`config.mk`:
```
export PLATFORM = sky130hd
export DESIGN_NAME = hs32_ahb_sram
export DESIGN_NICKNAME = d
export VERILOG_FILES = /design/src/rtl/hs32_ahb_sram.sv
export SDC_FILE = /design/constraint.sdc
export NUM_CORES = 1
export LEC_CHECK = 0
export CORE_MARGIN = 1
export CORE_UTILIZATION = 25
export DETAILED_ROUTE_END_ITERATION = 8
export PLACE_DENSITY = 0.81
export SLEW_MARGIN = 5
export SYNTH_ARGS = -nofsm -noshare
export SYNTH_HDL_FRONTEND = slang
export SYNTH_SLANG_ARGS = --single-unit
```
`constraint.sdc`:
```
create_clock -name clk -period 2.5 [get_ports clk]
set_clock_uncertainty 0.2 [all_clocks]
set_input_delay 0.625 -clock clk [delete_from_list [all_inputs] [get_ports clk]]
set_output_delay 0.625 -clock clk [all_outputs]
set_load 0.005 [all_outputs]
```
`src/rtl/hs32_ahb_sram.sv`:
```
// AHB-lite responder for a single-port synchronous 32-bit SRAM.
// Zero-wait reads/writes, one wait state on write->read port conflict.
module hs32_ahb_sram #(
  parameter int AW        = 10,
  parameter bit READ_ONLY = 1'b0
) (
  input  logic          clk,
  input  logic          reset,
  input  logic          HSEL_i,
  input  logic [31:0]   HADDR_i,
  input  logic          HWRITE_i,
  input  logic [2:0]    HSIZE_i,
  input  logic [2:0]    HBURST_i,
  input  logic [3:0]    HPROT_i,
  input  logic [1:0]    HTRANS_i,
  input  logic          HMASTLOCK_i,
  input  logic          HREADY_i,
  input  logic [31:0]   HWDATA_i,
  output logic          HREADYOUT_o,
  output logic          HRESP_o,
  output logic [31:0]   HRDATA_o,
  output logic          sram_ce_o,
  output logic          sram_we_o,
  output logic [3:0]    sram_be_o,
  output logic [AW-1:0] sram_addr_o,
  output logic [31:0]   sram_wdata_o,
  input  logic [31:0]   sram_rdata_i
);

  typedef enum logic [2:0] {
    IDLE, WR_DP, RD_DP, RD_WAIT, ERR1, ERR2
  } state_t;

  state_t        state;
  logic [AW-1:0] addr_q;
  logic [3:0]    be_q;
  logic [3:0]    be_nxt;
  logic          accept;
  logic          illegal;
  logic          rd_now;
  logic          port_wr;
  logic          port_rdq;

  logic unused_ok;
  assign unused_ok = ^{HBURST_i, HPROT_i, HMASTLOCK_i, HTRANS_i[0]};

  assign accept = HSEL_i & HREADY_i & HTRANS_i[1];

  assign illegal = (HSIZE_i > 3'd2)
                 | ((HSIZE_i == 3'd1) & HADDR_i[0])
                 | ((HSIZE_i == 3'd2) & (HADDR_i[1:0] != 2'b00))
                 | (|HADDR_i[31:AW+2])
                 | (HWRITE_i & READ_ONLY);

  always_comb begin
    be_nxt = 4'hF;
    unique case (1'b1)
      HSIZE_i == 3'd0: be_nxt = 4'b0001 << HADDR_i[1:0];
      HSIZE_i == 3'd1: be_nxt = HADDR_i[1] ? 4'b1100 : 4'b0011;
      default:         be_nxt = 4'hF;
    endcase
  end

  always_ff @(posedge clk or posedge reset) begin
    if (reset) begin
      state  <= IDLE;
      addr_q <= '0;
      be_q   <= '0;
    end else if (state == RD_WAIT) begin
      state <= RD_DP;
    end else if (state == ERR1) begin
      state <= ERR2;
    end else if (accept) begin
      if (illegal) begin
        state <= ERR1;
      end else if (HWRITE_i) begin
        state  <= WR_DP;
        addr_q <= HADDR_i[AW+1:2];
        be_q   <= be_nxt;
      end else if (state == WR_DP) begin
        // port is busy with the pending write; replay the read next cycle
        state  <= RD_WAIT;
        addr_q <= HADDR_i[AW+1:2];
      end else begin
        state <= RD_DP;
      end
    end else if (state != IDLE) begin
      state <= IDLE;
    end
  end

  // reset gating keeps strobes low even while the address phase is live
  assign port_wr  = (state == WR_DP) & ~reset;
  assign port_rdq = (state == RD_WAIT) & ~reset;
  assign rd_now   = accept & ~illegal & ~HWRITE_i
                  & (state != WR_DP) & ~reset;

  assign sram_ce_o    = port_wr | port_rdq | rd_now;
  assign sram_we_o    = port_wr;
  assign sram_be_o    = port_wr ? be_q : 4'h0;
  assign sram_addr_o  = (state == WR_DP || state == RD_WAIT)
                      ? addr_q : HADDR_i[AW+1:2];
  assign sram_wdata_o = HWDATA_i;

  assign HREADYOUT_o = ~(state == RD_WAIT || state == ERR1);
  assign HRESP_o     = (state == ERR1) || (state == ERR2);
  assign HRDATA_o    = (state == RD_DP) ? sram_rdata_i : 32'h0;

endmodule
```
==> flow_summary.json <==
{
  "grt_max_degree": 18,
  "switching_share": 0.3103,
  "syn_area_per_cell_um2": 9.155,
  "areaGrowthSynthToFinish_pct": 87.35,
  "cp.required_ns": 1.67,
  "pwr-share-seq": 0.304,
  "drv_slew": 0,
  "cts.htree.levels": 1,
  "tightest_slew_ns": 0.6605,
  "setup_viol": 1,
  "timing.fmax_mhz": 392.8,
  "clk_pin_slew_ns": 0.06,
  "syn-cell-area_um2": 1474,
  "pre_cts_ws_ns": -0.8378,
  "place_hpwl_mm": 3.536,
  "drt-pass1-iter-count": 4,
  "drcViolationCount": 0,
  "first_iter_violations": 13,
  "numPortBuffers": 122,
  "start_util": 0.2628,
  "cts_tree": "done",
  "crit_arrival_ns": 1.72,
  "combPwrFrac": 0.493,
  "vias_per_cell": 4.355,
  "clockRootBuffer": "clkbuf_8",
  "p_per_area_nw_per_um2": 375.3,
  "async_reset_ff_frac": 1.000,
  "clockBufferDepth": 2,
  "worstSetupStartpointType": "input port",
  "grt_overflow": 0,
  "p_int_mw": 0.7148,
  "yosysWarnings": 0,
  "hold_viol": 0,
  "path_cells": "buf_6 -> nor4_4 -> nand4_1 -> nor2_4 -> nand3_2 -> a21oi_2 -> buf_2",
  "violations": "setup timing",
  "cap_violations": 0,
  "rsz0062_at_grt": "yes",
  "utilization": 0.4924,
  "synth_area_leader_cell": "dfrtp_1",
  "final_area_um2": 2761,
  "synthCells": 161,
  "outcome": "complete, but fails checks",
  "gp_congestion": 0.8526,
  "io_pins": 196,
  "holdCritPathClass": "reg -> reg",
  "core_area_um2": 5608,
  "fin_ws_ns": -0.04554,
  "yosysMostFrequentCell": "and2_1",
  "antenna_found_initial": 0,
  "synth_cell_types": 27,
  "n_antenna_cell": 0,
  "critPathBufInv": 2,
  "finalPower_mw": 1.036,
  "whs_ns": 0.3039,
  "syn-num-nets": 275,
  "layout.nets": 395,
  "ys_seq_elements": 17,
  "drive_above_1_share": 0.3857,
  "period_minus_slack_ns": 2.546,
  "wirelength_mm": 4.906,
  "synth_commonest_cells": "and2_1, buf_4, mux2_2",
  "path_max_fanout": 2,
  "leakage_nw": 1.442,
  "maxSlewHeadroom": 0.5592,
  "wl_per_cell_um": 13.94,
  "grt_pass1_vias": 1522,
  "place_area_um2": 2619,
  "die_h_um": 78.79,
  "synth_ff_type": "dfrtp_1",
  "crit_path_end_kind": "primary output",
  "netSwitchingPower_mw": 0.3216,
  "netlist.area_leader.share": 0.2886,
  "clk_latency_ns": 0.26,
  "crit_family": "simple AND/OR/NAND/NOR gates",
  "cpPeakStageDelay_ns": 0.29,
  "criticalPathCategory": "in -> out",
  "ys_top_cells_by_area": "dfrtp_1, mux2_2, buf_4",
  "min_period_over_period": 1.018,
  "holdBufCountCts": 0,
  "drtAntennaViolNets": 0,
  "vias": 1533,
  "slowest_stage": "nor4_4",
  "grt_pass1_wl_mm": 7.148,
  "die_area_um2": 6207,
  "die_width_um": 78.79,
  "clockPowerShare": 0.203,
  "cts_buffers": 3,
  "num_rows": 27,
  "seq_area_frac_synth": 0.2886,
  "grtUsageTotal": 0.1453,
  "cts.sinks": 17,
  "ir_drop_v": 0.0003235,
  "synth-edff-count": 0
}
-- metrics by stage --
stage / cells / setup TNS, ns
after global routing: 352 / -0.1596
final: 352 / -0.04554
after floorplan: 161 / 0
after global placement: 330 / -5.561
after CTS: 351 / -0.1804
after detailed placement: 330 / -5.971
-- placed cells by master, fill, tap and decap left out, types with 2 or more instances in the layout --
cell type        synthesis  routed
buf_4                   32      23
buf_6                    0      11
clkbuf_2                 0      15
dfrtp_1                 17      16
dlygate4sd2_1            0      34
o21ai_0                  8       8
mux2_2                  24      24
inv_1                    4       4
a21oi_2                  0       2
nor2_1                   3       3
clkdlybuf4s15_1          0       8
clkdlybuf4s50_1          0      46
buf_2                    1      11
nand2_1                  3       3
dlymetal6s2s_1           0       5
nor4_2                   0       3
nor3_2                   0       3
clkbuf_8                 0       3
and2_1                  36      35
-- cell families (layout without fill, tap and decap cells) --
group / after synthesis / in the layout / share of synthesized area
AND/OR/NAND/NOR: 61 / 61 / 0.2657
buffers and inverters: 42 / 161 / 0.1893
multiplexers: 24 / 24 / 0.1834
AO/OA/AOI/OAI: 17 / 17 / 0.07301
flip-flops: 17 / 17 / 0.2886
-- final timing paths --
path	start	cells past startpoint	slack (ns)	to
worst min-delay path	be_q[3]$_DFFE_PP0P_	1	0.30	be_q[3]$_DFFE_PP0P_
worst min register to register	be_q[3]$_DFFE_PP0P_	1	0.30	be_q[3]$_DFFE_PP0P_
worst max register to register	state[2]$_DFFE_PP0P_	6	0.61	addr_q[9]$_DFFE_PP0P_
max in group asynchronous	reset	2	1.19	state[0]$_DFFE_PP0P_
min in group asynchronous	reset	2	0.45	addr_q[5]$_DFFE_PP0P_
worst max-delay path	HADDR_i[16]	7	-0.05	sram_ce_o
-- final cells by class --
| cell class | count | area [um2] |
|---|---|---|
| clock inverters | 1 | 7.507 |
| flip-flops and latches | 17 | 426.7 |
| clock buffers | 3 | 41.29 |
| multi-input cells | 102 | 853.3 |
| inverters | 4 | 15.01 |
| fillers | 537 | 2846 |
| repair buffers | 153 | 1328 |
| well taps | 72 | 90.09 |
-- power groups by stage --
stage / Sequential, mW / Combinational (mW) / Clock [mW]
floorplan: 0.305 / 0.244 / 0
global placement: 0.313 / 0.507 / 0
detailed placement: 0.312 / 0.513 / 0
CTS: 0.315 / 0.498 / 0.217
global route: 0.317 / 0.557 / 0.230
finish: 0.315 / 0.511 / 0.210
-- state kept, by name, summed over array words and instances (netlist names) --
signal / cells
addr_q: 10
be_q: 4
state: 3
-- timing repair --
action,in CTS,in global routing
endpoints found under the setup margin,49,22
resized for setup,125,60
gates cloned,3,0
pin swaps,12,10
buffers inserted,14,1
-- metal layers --
| layer | GRT usage | share of wire | vias to the layer above |
|---|---|---|---|
| met4 | 0.03519 | 0.0065 | 0 |
| met2 | 0.2887 | 0.53 | 87 |
| met5 | 0 | 0 | - |
| li1 | - | - | 751 |
| met3 | 0.04368 | 0.094 | 4 |
| met1 | 0.1447 | 0.37 | 691 |
No activity file was read; power rests on OpenSTA's default activity.
